File: src/rtl/dmem_arbiter.sv
// Two-port data-memory arbiter: the core (MEM stage) and a DMA/debug loader share one
// single-port dmem. Define DMEM_ARB_RR_EN for round-robin arbitration; otherwise the core always wins ties.
module dmem_arbiter #(
  parameter int WAIT_CYCLES = 0
) (
  input  logic        clk,
  input  logic        rst_n,
  input  logic        c_req,
  input  logic        c_we,
  input  logic [31:0] c_addr,
  input  logic [31:0] c_wdata,
  output logic        c_gnt,
  output logic        c_rvalid,
  output logic        c_stall,
  output logic [31:0] c_rdata,
  input  logic        d_req,
  input  logic        d_we,
  input  logic [31:0] d_addr,
  input  logic [31:0] d_wdata,
  output logic        d_gnt,
  output logic        d_rvalid,
  output logic [31:0] d_rdata,
  output logic        m_en,
  output logic        m_we,
  output logic [9:0]  m_addr,
  output logic [31:0] m_wdata,
  input  logic [31:0] m_rdata,
  output logic        err
);

  typedef enum logic [1:0] {IDLE, WAIT, RESP} state_t;

  state_t      state, state_nxt;
  logic [2:0]  cnt, cnt_nxt;
  logic        grant, pick_d;
  logic        sel_we, sel_mis;
  logic [31:0] sel_addr, sel_wdata;
  logic        owner_d, owner_we, owner_mis;
  logic [31:0] rdata_q, c_hold, d_hold, resp_data;
  logic        unused_addr_bits;

  assign unused_addr_bits = ^{c_addr[31:12], d_addr[31:12]};

`ifdef DMEM_ARB_RR_EN
  logic favour_d;

  always_ff @(posedge clk or negedge rst_n) begin
    if (!rst_n)     favour_d <= 1'b0;
    else if (grant) favour_d <= ~pick_d;
  end

  assign pick_d = d_req & (~c_req | favour_d);
`else
  assign pick_d = d_req & ~c_req;
`endif

  // The grant path is purely combinational, so it is gated with rst_n to go quiet during reset.
  assign grant     = rst_n & (state == IDLE) & (c_req | d_req);
  assign sel_we    = pick_d ? d_we    : c_we;
  assign sel_addr  = pick_d ? d_addr  : c_addr;
  assign sel_wdata = pick_d ? d_wdata : c_wdata;
  assign sel_mis   = |sel_addr[1:0];

  // With no wait states the dmem output is live during RESP; otherwise it was captured at N+1.
  assign resp_data = owner_mis ? 32'h0 : ((WAIT_CYCLES == 0) ? m_rdata : rdata_q);

  always_comb begin
    // NOTE: every output gets a default first, so no path through this block can infer a latch.
    state_nxt = state;
    cnt_nxt   = cnt;
    c_gnt     = 1'b0;
    d_gnt     = 1'b0;
    m_en      = 1'b0;
    m_we      = 1'b0;
    m_addr    = '0;
    m_wdata   = '0;
    err       = 1'b0;
    c_rvalid  = 1'b0;
    d_rvalid  = 1'b0;
    unique case (state)
      IDLE: begin
        if (grant) begin
          c_gnt   = ~pick_d;
          d_gnt   = pick_d;
          m_en    = ~sel_mis;
          m_we    = sel_we & ~sel_mis;
          m_addr  = sel_addr[11:2];
          m_wdata = sel_wdata;
          err     = sel_mis;
          if (WAIT_CYCLES > 0) begin
            state_nxt = WAIT;
            cnt_nxt   = 3'(WAIT_CYCLES);
          end else begin
            state_nxt = RESP;
          end
        end
      end
      WAIT: begin
        if (cnt <= 3'd1) begin
          state_nxt = RESP;
          cnt_nxt   = 3'd0;
        end else begin
          cnt_nxt = cnt - 3'd1;
        end
      end
      RESP: begin
        c_rvalid  = ~owner_d & ~owner_we;
        d_rvalid  = owner_d & ~owner_we;
        state_nxt = IDLE;
      end
      default: state_nxt = IDLE;
    endcase
  end

  assign c_stall = rst_n & ((c_req & ~c_gnt) |
                   ((state == WAIT) & ~owner_d & ~owner_we));
  assign c_rdata = c_rvalid ? resp_data : c_hold;
  assign d_rdata = d_rvalid ? resp_data : d_hold;

  always_ff @(posedge clk or negedge rst_n) begin
    // NOTE: sequential state uses non-blocking assignments so every register samples pre-edge values.
    if (!rst_n) begin
      state     <= IDLE;
      cnt       <= 3'd0;
      owner_d   <= 1'b0;
      owner_we  <= 1'b0;
      owner_mis <= 1'b0;
      rdata_q   <= '0;
      c_hold    <= '0;
      d_hold    <= '0;
    end else begin
      state <= state_nxt;
      cnt   <= cnt_nxt;
      if (grant) begin
        owner_d   <= pick_d;
        owner_we  <= sel_we;
        owner_mis <= sel_mis;
      end
      if (state == WAIT && cnt == 3'(WAIT_CYCLES)) rdata_q <= m_rdata;
      if (c_rvalid) c_hold <= resp_data;
      if (d_rvalid) d_hold <= resp_data;
    end
  end

endmodule

File: config.mk
export PLATFORM = sky130hd
export DESIGN_NAME = dmem_arbiter
export DESIGN_NICKNAME = d
export VERILOG_FILES = /design/src/rtl/dmem_arbiter.sv
export SDC_FILE = /design/constraint.sdc
export NUM_CORES = 1
export LEC_CHECK = 0
export ABC_CLOCK_PERIOD_IN_PS = 1900
export CAP_MARGIN = 15
export CORE_AREA = 2 2 110 112
export CTS_CLUSTER_SIZE = 40
export DETAILED_ROUTE_END_ITERATION = 7
export DIE_AREA = 0 0 112 114
export PLACE_DENSITY = 0.79
export RECOVER_POWER = 50
export SLEW_MARGIN = 20
export SYNTH_ARGS = -nofsm -noshare
export SYNTH_HDL_FRONTEND = slang
export SYNTH_SLANG_ARGS = --single-unit
File: constraint.sdc
create_clock -name clk -period 1.9 [get_ports clk]
set_clock_uncertainty 0.1 [all_clocks]
set_input_delay 0.19 -clock clk [delete_from_list [all_inputs] [get_ports clk]]
set_output_delay 0.19 -clock clk [all_outputs]
set_load 0.005 [all_outputs]
-- Word-level counts from Yosys, hierarchy flattened
Index checks and enable logic that the tools add are counted.
- bits in registers: 72
- latch bits: 0
- bits in writable memories: 0
- ROM bits: 0
- input bits: 166
- output and inout bits: 114
- logic and storage cells: 60
- memories kept: 0
- add/subtract/negate cells: 1
- $mul: 0
- divide/modulo/power cells: 0
- magnitude comparators: 1
- equal/unequal tests: 4
- shift operators: 0
- muxes and demuxes: 26
- bitwise operators: 18
- reduce and logical (&&, ||, !) cells: 3
- operator list (kind ; number):
    32-bit 2-to-1 mux ; 6
    10-bit 2-to-1 mux ; 2
    1-bit 2-to-1 mux ; 13
    12-bit 2-to-1 mux ; 1
    1-bit bitwise AND ; 10
    1-bit NOT ; 6
    2-bit 2-to-1 mux ; 2
    2-bit != test (second input constant) ; 2
    2-bit one-hot mux with 2 select lines ; 1
    3-bit by 1-bit <= comparator with 1-bit output (second input constant) ; 1
    3-bit 2-to-1 mux ; 1
    3-bit by 1-bit subtractor with 3-bit output (second input constant) ; 1
    2-bit by 1-bit equality test with 1-bit output (second input constant) ; 1
    2-bit equality test (second input constant) ; 1
    2-bit logical NOT ; 1
    1-bit bitwise OR ; 2
    2-bit AND reduction ; 1
    2-bit OR reduction ; 1

-- Logic depth before layout (Yosys ltp)
Gate-level depths: netlist (run 1).
- depth after elaboration: 9
- mapped depth: 5
- mapped depth without buffers: 3

-- Worst setup path after synthesis (run 1)
Ideal clock, no wire load.
- kind: register to output
- start point: register owner_we
- end point: output port c_rdata[14]
- arrival time: 1.211 ns
- data required time: 1.610 ns
- slack: 0.399 ns
- cell stages (with the launch flop): 5
- path buffers: 2
- cell sequence: dfrtp_1 > or3b_1 > buf_2 > buf_6 > o21ai_1
- word-level cells in the longest chain between the ends: 4
- ends and longest elaborated chain (element ; line ; text):
    from (decl) ; 38 ; logic owner_d, owner_we, owner_mis;
    from (signal assigned) ; 136 ; owner_we <= sel_we;
    1-bit NOT ; 107 ; c_rvalid = ~owner_d & ~owner_we;
    1-bit bitwise AND ; 107 ;
    1-bit 2-to-1 mux ; 80 ; unique case (state)
    32-bit 2-to-1 mux ; n/a ;
    to (decl) ; 15 ; output logic [31:0] c_rdata,
No other way between the ends.

-- Worst setup path after layout (run 1)
- start point: register owner_d
- end point: output port c_rdata[15]
- word-level cells in the longest chain between the ends: 4
- ends and longest elaborated chain (element ; line ; text):
    from (decl) ; 38 ;
    from (signal assigned) ; 135 ; owner_d <= pick_d;
    1-bit NOT ; 107 ;
    1-bit bitwise AND ; 107 ;
    1-bit 2-to-1 mux ; 80 ;
    32-bit 2-to-1 mux ; n/a ;
No other way between the ends.

==> impl_summary.txt, run 1 <==
----------------------------------------------------
[Cells and area]
  Number of antenna diodes ... 0
  Net count, final ... 864
  Total of fill cells in the finished design ... 876
  Number of standard cells in the layout, taps in and fillers out ... 850
  Fraction of layout cells with a size suffix above 1 ... 0.556
  Layout overhead on the synthesized area ... 160%
  Core utilization of the finished layout ... 0.691

[Synthesis]
  Cell taking the most area after synthesis ... sky130_fd_sc_hd__dfrtp_1
  Cell area after technology mapping ... 3120 sq um
  Top cell type's share of synthesized area ... 0.546
  Top post-synthesis cells by area ... sky130_fd_sc_hd__dfrtp_1 55%, sky130_fd_sc_hd__a22o_1 11%, sky130_fd_sc_hd__nand2_1 7.7%
  Total nets after synthesis ... 490
  Cells after Synth ... 324
  Post-Syn Area per Cell ... 9.62 sq um
  Share of the yosys chip area belonging to registers ... 0.546
  Number of warnings issued by yosys ... 0
  Flip-flop and latch count after synthesis ... 68
  Unique masters post-synth ... 23

[Timing]
  Achievable clock frequency ... 469 MHz
  Setup Viol. Count Final ... 106
  Crit path setup slack, layout ... -0.230 ns
  Slew margin rel. ... 0.706
  Fin crit period ... 2.13 ns
  Unrepaired setup endpoints after global routing ... yes
  Pin slew with the least headroom to its limit ... 0.441 ns
  Final worst-path cycle share ... 1.12
  Max-slew violation count ... 0
  Final hold violations ... 0
  Worst slack on hold paths ... 0.362 ns

[Global route]
  Gr usage total ... 0.238
  Global-route wire length before repair ... 23.7 mm
  Antenna violations before repair ... 0
  Global route overflow ... 0
  Largest net degree at the start of global routing ... 36
  Vias in the first global route ... 4305

[Power and ir drop]
  Leakage component of the power ... 3.82 nW
  IR Drop Worst-Case VDD ... 0.637 mV
  PwrDens ... 913 nW/um^2

[Worst hold path]
  Worst hold path class ... in -> reg

[Run status]
  Violations in the final reports ... setup timing
  Outcome ... complete, but fails checks

[Worst setup path]
  Worst path slowest cell ... sky130_fd_sc_hd__or3b_4
  Number of buffers and inverters on the critical path ... 4
  Required time of the critical path ... 1.61 ns
  CP max FO ... 5
  Type of element capturing the critical path ... output port
  Startpoint type of the worst setup path ... flip-flop
  Crit Path Category ... reg -> out
  Family of cells with the greatest summed delay on the critical path ... buffers and inverters
  Cells along the critical path ... or3b_4 -> buf_8 -> buf_16 -> buf_6 -> o21ai_4 -> buf_2
  Arrival time at the worst endpoint ... 1.84 ns
  CP peak stage delay ... 0.45 ns

[Placed design]
  Dpl ws ... -0.366 ns
  Dpl cells ... 737
  Placer's final routability congestion estimate ... 0.815
  Placed wire-length estimate ... 8.97 mm
  Buffers on Ports ... 239

[Drt]
  Pre-antenna DRT Iters ... 4
  Number of nets with antenna violations after routing ... 0
  Iter 0 DRT Violations ... 159
  Number of remaining DRC errors ... 0
  Via-to-Cell Ratio ... 4.88
  Detailed-route via count ... 4146
  Routed wirelength normalized by instance count ... 19.7 microns
  Wirelength, routed ... 16.7 mm

[Floorplan]
  Number of placed I/O pins ... 280
  Die X ... 112 microns
  Placement row count ... 40
  Area of the core ... 11700 sq um
  Die area ... 12800 sq um
  Initial cell density of the core ... 0.266
  Die boundary height ... 114 microns

[Clocking]
  Clock insertion delay at the later pin of the skew report ... 0.32 ns
  Number of CTS-inserted buffers ... 9
  Clock input transition at the sequential cells of the worst setup and hold paths ... 0.05 ns
  Clock tree root driver cell ... sky130_fd_sc_hd__clkbuf_16
  Sinks on the clock net ... 68
  Max H-tree Level ... 3
  Maximum count of clock buffers along a single path ... 2
  TritonCTS clock tree ... done

[Flow run]
  Max capacitance violation total ... 0

----------------------------------------------------
## routing by layer
layer | track usage | part of all wire | up-vias
met3 | 0.0414 | 0.061 | 23
met5 | 0 | 0 | -
met1 | 0.314 | 0.39 | 2066
met2 | 0.413 | 0.53 | 170
li1 | - | - | 1887
met4 | 0.0528 | 0.015 | 0
## power breakdown
| group | internal (W) | switching, W |
|---|---|---|
| Combinational | 0.00210 | 0.00158 |
| Clock | 0.000915 | 0.000624 |
| Sequential | 0.00191 | 0.000254 |
| Total | 0.00493 | 0.00246 |
## per-stage QoR
| step | setup TNS (ns) | cell area, sq um | total power [W] |
|---|---|---|---|
| final | -12.15 | 8100 | 0.00739 |
| after detailed placement | -26.38 | 6030 | 0.00466 |
| after global placement | -23.75 | 6030 | 0.00457 |
| after global routing | -18.82 | 8100 | 0.00778 |
| after floorplan | 0 | 3120 | 0.00276 |
| after CTS | -14.76 | 7580 | 0.00687 |
## flip-flops by register name, summed over array words and instances (netlist names)
register,count
c_hold,32
d_hold,32
owner_d,1
owner_mis,1
owner_we,1
state,1
## path summary, 6_finish.rpt
kind	depth (start not counted)	slack, ns	to	start
max	6	-0.23	c_rdata[15]	owner_d
min	5	0.36	owner_we	c_req
max reg2reg	11	0.03	d_hold[17]	owner_we
min reg2reg	2	0.37	c_hold[2]	c_hold[2]
max in group asynchronous	4	0.27	d_hold[13]	rst_n
min in group asynchronous	3	0.43	owner_d	rst_n
## cells by family after synthesis
group,after synthesis,share of synthesized area
compound gates,110,0.226
buf+inv,29,0.0453
flops,68,0.546
mux,3,0.0100
simple gates,114,0.173
## cell usage in the layout (no fill, tap or decap), drive strengths merged
cell,netlist,routed
and3,1,1
dfrtp,68,68
clkbuf,8,19
o21ai,67,67
mux2,1,1
inv,3,3
nor2,8,8
clkinv,0,4
nor2b,3,3
nand2,64,64
clkinvlp,0,2
mux2i,2,2
clkdlybuf4s15,0,6
buf,18,244
a22oi,2,2
a21oi,1,1
a22o,40,40
dlygate4sd3,0,2
nor3,1,1
or3b,1,1
dlygate4sd2,0,3
and2,1,1
clkdlybuf4s50,0,124
nand2b,34,34
nand3b,1,1
dlymetal6s2s,0,1
## area by class of cell
type	count	area [sq um]	share of cell area
clock buffers	10	239	0.0295
multi-input cells	227	2150	0.266
flip-flops and latches	68	1700	0.210
clock inverters	6	38.8	0.00479
well taps	147	184	0.0227
repair buffers	389	3760	0.465
inverters	3	16.3	0.00201
## repair_timing
item                       4_1_cts  5_1_grt
resized for setup              614      129
pin swaps                       50       27
hold buffers                     2        0
hold endpoints to repair        35        0
gates cloned                    18        3
setup endpoints to repair      113      113
buffers inserted                56       29
## synthesized netlist by cell type, drive strengths merged
cell     n
a21oi    1
a22o    40
a22oi    2
and2     1
and3     1
buf     18
clkbuf   8
dfrtp   68
inv      3
mux2     1
mux2i    2
nand2   64
nand2b  34
nand3b   1
nor2     8
nor2b    3
nor3     1
o21ai   67
or3b     1
## worst min-delay path, cell delays in order
cell                             delay [ns]
sky130_fd_sc_hd__dlymetal6s2s_1        0.16
sky130_fd_sc_hd__buf_4                 0.16
sky130_fd_sc_hd__nor2_1                0.10
sky130_fd_sc_hd__o21ai_0               0.07
sky130_fd_sc_hd__o21ai_0               0.06
(Power assumes the default switching activity.)
==> run 2: changes to the inputs <==
--- a/config.mk
+++ b/config.mk
@@ -11,6 +11,7 @@
 export CTS_CLUSTER_SIZE = 40
 export DETAILED_ROUTE_END_ITERATION = 7
 export DIE_AREA = 0 0 112 114
+export MAX_ROUTING_LAYER = met4
 export PLACE_DENSITY = 0.79
 export RECOVER_POWER = 50
 export SLEW_MARGIN = 20
==> impl_summary.txt, run 2 (synthesis results as in run 1) <==
----------------------------------------------------
[Drt]
  Detailed-route via count ... 4144
  Number of nets with antenna violations after routing ... 0
  Wirelength, routed ... 16.7 mm
  Via-to-Cell Ratio ... 4.88
  Routed wirelength normalized by instance count ... 19.7 microns
  Iter 0 DRT Violations ... 191
  Number of remaining DRC errors ... 0
  Pre-antenna DRT Iters ... 4

[Cells and area]
  Number of standard cells in the layout, taps in and fillers out ... 850
  Number of antenna diodes ... 0
  Total of fill cells in the finished design ... 876
  Most frequent standard cell in the layout excluding fill and tap cells ... sky130_fd_sc_hd__clkdlybuf4s50_1
  Registers with the most flip-flops ... c_hold (32), d_hold (32)
  Core utilization of the finished layout ... 0.691
  Fraction of layout cells with a size suffix above 1 ... 0.556
  Layout overhead on the synthesized area ... 160%
  Commonest cells after routing, fill and taps aside ... 124 x sky130_fd_sc_hd__clkdlybuf4s50_1, 93 x sky130_fd_sc_hd__buf_2, 75 x sky130_fd_sc_hd__buf_4
  Net count, final ... 864

[Placed design]
  Buffers on Ports ... 239
  Dpl ws ... -0.366 ns
  Placed wire-length estimate ... 8.97 mm
  Dpl cells ... 737
  Placer's final routability congestion estimate ... 0.830

[Floorplan]
  Die X ... 112 microns
  Die area ... 12800 sq um
  Area of the core ... 11700 sq um
  Initial cell density of the core ... 0.266
  Placement row count ... 40
  Die boundary height ... 114 microns
  Number of placed I/O pins ... 280

[Worst setup path]
  Worst reg2reg setup slack ... 0.03 ns
  Required time of the critical path ... 1.61 ns
  Number of cells on the worst reg-to-reg path ... 11
  Arrival time at the worst endpoint ... 1.84 ns
  Critical path endpoint ... c_rdata[15]
  Critical path depth ... 6
  Reg-to-Reg End ... d_hold[17]
  Worst path slowest cell ... sky130_fd_sc_hd__or3b_4
  Family of cells with the greatest summed delay on the critical path ... buffers and inverters
  Launch point of the worst path ... owner_d
  Type of element capturing the critical path ... output port
  CP max FO ... 5
  Crit Reg-Reg Startpoint ... owner_we
  Crit Path Category ... reg -> out
  Number of buffers and inverters on the critical path ... 4
  CP peak stage delay ... 0.45 ns
  Startpoint type of the worst setup path ... flip-flop
  Cells along the critical path ... or3b_4 -> buf_8 -> buf_16 -> buf_6 -> o21ai_4 -> buf_2

[Global route]
  Global route overflow ... 0
  Largest net degree at the start of global routing ... 36
  Antenna violations before repair ... 0
  Vias in the first global route ... 4305
  Gr usage total ... 0.246
  Global-route wire length before repair ... 23.7 mm

[Power and ir drop]
  Design internal power ... 0.00493 W
  Flop pwr share ... 0.294
  IR Drop Worst-Case VDD ... 0.635 mV
  Relative contribution of combinational cells to total power ... 0.499
  Leakage component of the power ... 3.82 nW
  PwrDens ... 912 nW/um^2
  Power share of the clock group ... 0.207
  Switching share of total power ... 0.332
  Net switching component of the power ... 0.00245 W

[Clocking]
  Max H-tree Level ... 3
  Number of CTS-inserted buffers ... 9
  Clock tree root driver cell ... sky130_fd_sc_hd__clkbuf_16
  Maximum count of clock buffers along a single path ... 2
  TritonCTS clock tree ... done
  Clock insertion delay at the later pin of the skew report ... 0.32 ns
  Clock input transition at the sequential cells of the worst setup and hold paths ... 0.05 ns
  Sinks on the clock net ... 68

[Timing]
  Total negative setup slack ... -12.30 ns
  Unrepaired setup endpoints after global routing ... yes
  Fin crit period ... 2.13 ns
  Worst slack on hold paths ... 0.365 ns
  Pin slew with the least headroom to its limit ... 0.443 ns
  Crit path setup slack, layout ... -0.230 ns
  Slew margin rel. ... 0.705
  Final worst-path cycle share ... 1.12
  Achievable clock frequency ... 469 MHz
  Setup Viol. Count Final ... 106
  Max-slew violation count ... 0
  Final hold violations ... 0

[Run status]
  Violations in the final reports ... setup timing
  Outcome ... complete, but fails checks

[Worst hold path]
  Worst hold path class ... in -> reg

[Flow run]
  Max capacitance violation total ... 0

----------------------------------------------------
==> run 2: cell counts in the layout (fill, tap and decap cells not counted) <==
Identical to the previous run, type by type.
==> run 2: tightest hold or removal path, cell delays in order <==
cell and delay (ns):
sky130_fd_sc_hd__dlymetal6s2s_1 0.16, sky130_fd_sc_hd__buf_4 0.16, sky130_fd_sc_hd__nor2_1 0.10, sky130_fd_sc_hd__o21ai_0 0.07, sky130_fd_sc_hd__o21ai_0 0.06
==> run 2: worst min-delay path by stage <==
stage / depth (start not counted) / startpoint / slack (ns) / to
final: 5 / c_req / 0.36 / owner_we
after global routing: 2 / c_hold[2] / 0.39 / c_hold[2]
after CTS: 3 / rst_n / 0.28 / owner_d
after detailed placement: 2 / rst_n / 0.08 / owner_d
after global placement: 2 / rst_n / 0.08 / owner_d
after floorplan: 0 / rst_n / -0.21 / c_hold[0]
==> run 2: per-layer routing <==
metal  track usage  vias to the layer above  wire, microns
met3        0.0399                       14            998
li1              -                     1885              -
met5             -                        -              0
met4        0.0504                        0            146
met1         0.316                     2063           6610
met2         0.414                      182           8970
==> run 2: timing repair <==
| action | CTS | global route |
|---|---|---|
| setup buffers | 56 | 29 |
| hold endpoints to repair | 35 | 0 |
| endpoints found under the setup margin | 113 | 114 |
| hold buffers | 2 | 0 |
| pin swaps | 50 | 27 |
| gates resized for setup | 614 | 130 |
| gates cloned | 18 | 3 |
==> run 2: final cells by class <==
class / instances / area, sq um / share of cell area
timing repair buffer: 389 / 3760 / 0.465
inverter: 3 / 16.3 / 0.00201
sequential: 68 / 1700 / 0.210
multi-input combinational: 227 / 2150 / 0.266
tap: 147 / 184 / 0.0227
clock inverter: 6 / 38.8 / 0.00479
clock buffer: 10 / 239 / 0.0295
==> run 2: power groups by stage <==
| stage | registers (W) | clock network [W] | logic (W) |
|---|---|---|---|
| floorplan | 0.00202 | 0 | 0.000738 |
| global placement | 0.00204 | 0 | 0.00254 |
| detailed placement | 0.00207 | 0 | 0.00259 |
| CTS | 0.00211 | 0.00157 | 0.00319 |
| global route | 0.00221 | 0.00164 | 0.00393 |
| finish | 0.00217 | 0.00153 | 0.00369 |
==> run 2: through the flow <==
step	area, sq um	power [W]
2_1_floorplan	3120	0.00276
4_1_cts	7580	0.00687
3_5_place_dp	6030	0.00466
6_report	8100	0.00738
3_3_place_gp	6030	0.00457
5_1_grt	8100	0.00778
